`src/rtl/usr_sequencer_if.sv`:
```
// Command channel into usr_sequencer: valid/ready handshake carrying op, step count and data.
// The master drives the command and the slave (the sequencer) returns ready.
interface usr_sequencer_if;
  logic       cmd_valid;
  logic       cmd_ready;
  logic [1:0] cmd_op;
  logic [1:0] cmd_amt;
  logic [3:0] cmd_data;

  modport master (
    output cmd_valid,
    output cmd_op,
    output cmd_amt,
    output cmd_data,
    input  cmd_ready
  );

  modport slave (
    input  cmd_valid,
    input  cmd_op,
    input  cmd_amt,
    input  cmd_data,
    output cmd_ready
  );
endinterface

```
`src/rtl/usr_sequencer.sv`:
```
// Drives a 4-bit always-shifting universal shift register through mode sequences.
// Between commands it rotates the stored word and flags the aligned phase.
module usr_sequencer (
  input  logic           clk,
  input  logic           reset,
  usr_sequencer_if.slave cmd,
  input  logic [3:0]     usr_q,
  output logic [2:0]     usr_mode,
  output logic           usr_data_in,
  output logic [3:0]     usr_pin,
  output logic           aligned,
  output logic [3:0]     word_out,
  output logic           busy,
  output logic           done
);

  typedef enum logic {ST_IDLE, ST_EXEC} state_t;

  typedef enum logic [1:0] {
    OP_SHIFT_ZERO = 2'b00,
    OP_LOAD       = 2'b01,
    OP_ROTATE     = 2'b10,
    OP_SHIFT_IN   = 2'b11
  } op_t;

  state_t     r_state;
  op_t        r_op;
  logic [1:0] r_phase;
  logic [1:0] r_cnt;
  logic [3:0] r_data;
  logic [3:0] r_word_out;
  logic       r_done;

  logic       w_aligned;
  logic       w_ready;
  op_t        w_cmd_op;

  // The USR rotates once per idle cycle, so it matches the logical word only at phase 0.
  assign w_aligned = (r_state == ST_IDLE) && (r_phase == 2'd0);
  assign w_ready   = (r_state == ST_IDLE) && (r_phase == 2'd3);
  assign w_cmd_op  = op_t'(cmd.cmd_op);

  // NOTE: every register here is state, so it is assigned with <= only; blocking
  // assignments would make the result depend on statement order within the edge.
  always_ff @(posedge clk or posedge reset) begin
    if (reset) begin
      r_state    <= ST_IDLE;
      r_op       <= OP_SHIFT_ZERO;
      r_phase    <= 2'd0;
      r_cnt      <= 2'd0;
      r_data     <= 4'd0;
      r_word_out <= 4'd0;
      r_done     <= 1'b0;
    end else begin
      r_done <= 1'b0;
      if (w_aligned) r_word_out <= usr_q;
      case (r_state)
        ST_IDLE: begin
          r_phase <= r_phase + 2'd1;
          if (w_ready && cmd.cmd_valid) begin
            r_state <= ST_EXEC;
            r_op    <= w_cmd_op;
            r_data  <= cmd.cmd_data;
            r_cnt   <= (w_cmd_op == OP_LOAD) ? 2'd3 : cmd.cmd_amt;
          end
        end
        ST_EXEC: begin
          r_cnt <= r_cnt - 2'd1;
          if (r_cnt == 2'd0) begin
            r_state <= ST_IDLE;
            r_phase <= 2'd0;
            r_done  <= 1'b1;
          end
        end
        default: r_state <= ST_IDLE;
      endcase
    end
  end

  // NOTE: defaults first so every path assigns every output and no latch is inferred.
  always_comb begin
    usr_mode    = 3'd2;
    usr_data_in = 1'b0;
    if (r_state == ST_EXEC) begin
      case (r_op)
        OP_SHIFT_ZERO: usr_mode = 3'd0;
        OP_LOAD:       usr_mode = {1'b1, r_cnt};
        OP_ROTATE:     usr_mode = 3'd2;
        OP_SHIFT_IN: begin
          usr_mode    = 3'd3;
          usr_data_in = r_data[r_cnt];
        end
        default:       usr_mode = 3'd2;
      endcase
    end
  end

  assign cmd.cmd_ready = w_ready;
  assign usr_pin       = r_data;
  assign aligned       = w_aligned;
  assign word_out      = r_word_out;
  assign busy          = (r_state == ST_EXEC);
  assign done          = r_done;

endmodule
```
`src/flat_wrapper.sv`:
```
// flat-port wrapper written by rule: the top's interface ports become plain ports
module usr_sequencer_flat 
  (clk, reset, usr_q, usr_mode, usr_data_in, usr_pin, aligned, word_out, busy, done, cmd_cmd_valid, cmd_cmd_op, cmd_cmd_amt, cmd_cmd_data, cmd_cmd_ready);
  usr_sequencer_if cmd_i ();
  input  logic clk;
  input  logic reset;
  input  logic [3:0] usr_q;
  output logic [2:0] usr_mode;
  output logic usr_data_in;
  output logic [3:0] usr_pin;
  output logic aligned;
  output logic [3:0] word_out;
  output logic busy;
  output logic done;
  input wire logic [$bits(cmd_i.cmd_valid)-1:0] cmd_cmd_valid;
  input wire logic [$bits(cmd_i.cmd_op)-1:0] cmd_cmd_op;
  input wire logic [$bits(cmd_i.cmd_amt)-1:0] cmd_cmd_amt;
  input wire logic [$bits(cmd_i.cmd_data)-1:0] cmd_cmd_data;
  output wire logic [$bits(cmd_i.cmd_ready)-1:0] cmd_cmd_ready;
  assign cmd_i.cmd_valid = cmd_cmd_valid;
  assign cmd_i.cmd_op = cmd_cmd_op;
  assign cmd_i.cmd_amt = cmd_cmd_amt;
  assign cmd_i.cmd_data = cmd_cmd_data;
  assign cmd_cmd_ready = cmd_i.cmd_ready;
  usr_sequencer u_core (.clk(clk), .reset(reset), .cmd(cmd_i), .usr_q(usr_q), .usr_mode(usr_mode), .usr_data_in(usr_data_in), .usr_pin(usr_pin), .aligned(aligned), .word_out(word_out), .busy(busy), .done(done));
endmodule
```
`config.mk`:
```
export PLATFORM = sky130hd
export DESIGN_NAME = usr_sequencer_flat
export DESIGN_NICKNAME = d
export VERILOG_FILES = /design/src/rtl/usr_sequencer_if.sv /design/src/rtl/usr_sequencer.sv /design/src/flat_wrapper.sv
export SDC_FILE = /design/constraint.sdc
export NUM_CORES = 1
export LEC_CHECK = 0
export CAP_MARGIN = 5
export CORE_UTILIZATION = 35
export CTS_BUF_LIST = sky130_fd_sc_hd__clkbuf_4
export DETAILED_ROUTE_END_ITERATION = 16
export PLACE_DENSITY = 0.69
export SLEW_MARGIN = 20
export SYNTH_ARGS = -nofsm -noshare
export SYNTH_HDL_FRONTEND = slang
export SYNTH_SLANG_ARGS = --single-unit
```
`constraint.sdc`:
```
create_clock -name clk -period 2.6 [get_ports clk]
set_input_delay 0.52 -clock clk [delete_from_list [all_inputs] [get_ports clk]]
set_output_delay 0.52 -clock clk [all_outputs]
set_load 0.005 [all_outputs]
```
==> PnR_summary.wiki <==
{| class="wikitable"
! Metric !! Value
|-
| Detailed Routing Iterations Pass 1 || 2
|-
| Gate Count Post-Synth || 62
|-
| Worst Tran Pin Value || ~0.59 ns
|-
| Starting density of the core || 0.388
|-
| Synth cell types || 23
|-
| Total grt overflow || 0
|-
| Number of buffers inserted for hold repair after clock tree synthesis || 0
|-
| Worst-case clock skew || ~0.0025 ns
|-
| Unrepaired setup endpoints after global routing || false
|-
| Total number of yosys warnings || 0
|-
| H-tree levels || 1
|-
| Number of max-capacitance violations reported || 0
|-
| Vias/cell || between 4 and 5
|-
| Post-cts gate resize count || 0
|-
| First-pass GRT wire length || 2.65 mm
|-
| Gp weighted congestion || about 0.74
|-
| Worst-path fanout max || 4
|-
| Proportion of register bits with asynchronous set or reset after synthesis || 1.00
|-
| Most common cell after layout, fill and taps aside || sky130_fd_sc_hd__clkdlybuf4s50_1
|-
| Antenna cells || 0
|-
| Maximum vdd drop || approximately 0.43 mV
|-
| Fill cell count || 191
|-
| Area growth from synthesis to layout || 42.0%
|-
| DIE HEIGHT || between 40 and 50 um
|-
| Residual DRC count || 0
|-
| Source-to-sink clock delay at the later pin of the worst-skew pair || approximately 0.27 ns
|-
| Total number of vias || between 500 and 600
|-
| Relative slew margins || 0.608
|-
| Crit end category || primary output
|-
| Routed WL per cell || about 13 um
|-
| Final Hold Violating Endpoints || 0
|-
| Num ports || 31
|-
| Portion of the post-synthesis area used by sequential elements || 0.505
|-
| GRT Total Usage || 0.141
|-
| Count of standard-cell rows || 16
|-
| TritonCTS clock tree || yes
|-
| Mapped Nets || 80
|-
| Required time of the worst setup path || between 2 and 2.5 ns
|-
| Most used cells in the layout excluding fill and tap cells || 30 x sky130_fd_sc_hd__clkdlybuf4s50_1, 16 x sky130_fd_sc_hd__dfrtp_1, 6 x sky130_fd_sc_hd__inv_1
|-
| Post-synthesis cell type with the largest combined area || sky130_fd_sc_hd__dfrtp_1
|-
| Number of enable flip-flop cells after synthesis || 0
|-
| Number of clock sinks || 16
|-
| Post-CTS setup-driven buffer insertion count || 0
|-
| Worst setup SP type || register
|-
| Clock-pin slew of the registers on the worst-case setup and hold paths || 0.09 ns
|-
| Number of nets in the finished design || between 100 and 150
|-
| Period Utilization, post-route || 0.918
|-
| Final setup fails || 0
|-
| F_max || around 420 MHz
|-
| Post-synthesis average cell area || 12.8 um^2
|-
| Number of global-route vias before repair || 614
|-
| Number of routed nets with antenna violations || 0
|-
| Drt initial violations || 7
|-
| Top flip-flop cell by instance count after synthesis || sky130_fd_sc_hd__dfrtp_1
|-
| Horizontal die dimension || 49.6 um
|-
| Post-synthesis sequential element count || 16
|-
| Outcome || completed
|-
| Number of input and output port buffers inserted || 30
|-
| Core Footprint || 2040 um^2
|-
| LEAKAGE || 0.516 nW
|-
| Worst EP arrival || between 1.5 and 2 ns
|-
| Number of max-slew violations in the final report || 0
|-
| Total standard cell area after synthesis || 793 um^2
|-
| Number of buffers between clock root and the deepest sink || 2
|-
| Critical path class || reg2out
|-
| Sum of internal, switching and leakage power || around 1.2 mW
|-
| Inserted Clock Buffers || 3
|-
| Ratio of cells with drive above 1 in the final layout || 0.183
|-
| DIE AREA || approximately 2500 um^2
|-
| CTS Root Buffer Type || sky130_fd_sc_hd__clkbuf_4
|-
| Worst hold-check path type || reg2reg
|-
| End-of-flow core utilization || 0.551
|-
| Most area-consuming cells after synthesis || sky130_fd_sc_hd__dfrtp_1 50%, sky130_fd_sc_hd__mux2_4 9.5%, sky130_fd_sc_hd__mux2_2 7.1%, sky130_fd_sc_hd__ha_1 4.7%, sky130_fd_sc_hd__buf_6 2.8%
|-
| Sum of routed wire length over all layers || roughly 1.5 mm
|-
| Minimum period implied by the final worst setup slack || 2.39 ns
|-
| Maximum number of pins on one net before global-route repair || 17
|-
| Hold_ws || just over 0.5 ns
|-
| Setup TNS || 0 ns
|-
| DP HPWL || 1.15 mm
|-
| Pwr Density || 1080 nW/um^2
|-
| Area share of the leading cell type in the synthesized netlist || 0.505
|-
| Antenna violations before repair || 0
|}
## critical path, stage by stage (launching register included)
cell	delay [ns]
sky130_fd_sc_hd__dfrtp_1	0.42
sky130_fd_sc_hd__mux4_2	0.51
sky130_fd_sc_hd__and4_1	0.22
sky130_fd_sc_hd__clkdlybuf4s50_1	0.45
## flip-flops by register name, indices dropped and copies added, names as in the netlist
register         cells
u_core.r_phase       2
u_core.r_cnt         2
u_core.usr_pin       4
u_core.done          1
u_core.word_out      4
u_core.r_op          2
u_core.busy          1
## synth_stat cells (2+ instances only)
cell	instances
sky130_fd_sc_hd__and2b_1	2
sky130_fd_sc_hd__buf_6	2
sky130_fd_sc_hd__dfrtp_1	16
sky130_fd_sc_hd__ha_1	3
sky130_fd_sc_hd__inv_1	6
sky130_fd_sc_hd__mux2_2	5
sky130_fd_sc_hd__mux2_4	5
sky130_fd_sc_hd__nand2_1	3
sky130_fd_sc_hd__nor2_1	5
sky130_fd_sc_hd__o21ai_0	2
## cell families after synthesis
family / synth area share
AO/OA/AOI/OAI: 0.0552
adder cells (fa/ha/maj): 0.0473
buffers and inverters: 0.0631
flip-flops: 0.505
multiplexers: 0.194
AND/OR/NAND/NOR: 0.136
## power breakdown
group          internal (mW)  switching, mW  total, mW
Clock                 0.0555         0.0730      0.129
Combinational          0.403          0.193      0.596
Sequential             0.372          0.115      0.488
Total                  0.831          0.381       1.21
## area by class of cell
class                   instances  area [um^2]  share of cell area
repair buffers                 30          300               0.267
clock buffers                   3         22.5              0.0200
well taps                      27         33.8              0.0300
multi-input cells              37          343               0.304
flip-flops and latches         16          400               0.356
clock inverters                 1         3.75             0.00333
inverters                       6         22.5              0.0200
## routing by layer
metal / GRT usage / share of wire / vias to the layer above
li1: - / - / 274
met1: 0.164 / 0.46 / 271
met5: 0 / 0 / -
met2: 0.250 / 0.47 / 27
met3: 0.0463 / 0.070 / 0
met4: 0.0286 / 0 / 0
## final timing paths
| path | cells past startpoint | slack, ns | startpoint | end |
|---|---|---|---|---|
| worst max-delay path | 3 | 0.21 | u_core.r_cnt[1] | usr_data_in |
| worst min-delay path | 1 | 0.51 | u_core.word_out[3] | u_core.word_out[3] |
| worst max register to register | 2 | 1.24 | u_core.busy | u_core.word_out[0] |
| worst min register to register | 1 | 0.51 | u_core.word_out[3] | u_core.word_out[3] |
| max in group asynchronous | 2 | 1.62 | reset | u_core.r_cnt[0] |
| min in group asynchronous | 2 | 0.60 | reset | u_core.word_out[1] |
## per-stage QoR
step | instances | instance area (um^2) | worst slack [ns]
floorplan | 62 | 793 | 1.00
global placement | 116 | 1100 | 0.546
detailed placement | 116 | 1100 | 0.542
CTS | 120 | 1130 | 0.218
global route | 120 | 1130 | 0.0954
finish | 120 | 1130 | 0.214
No activity file was read; power rests on OpenSTA's default activity.
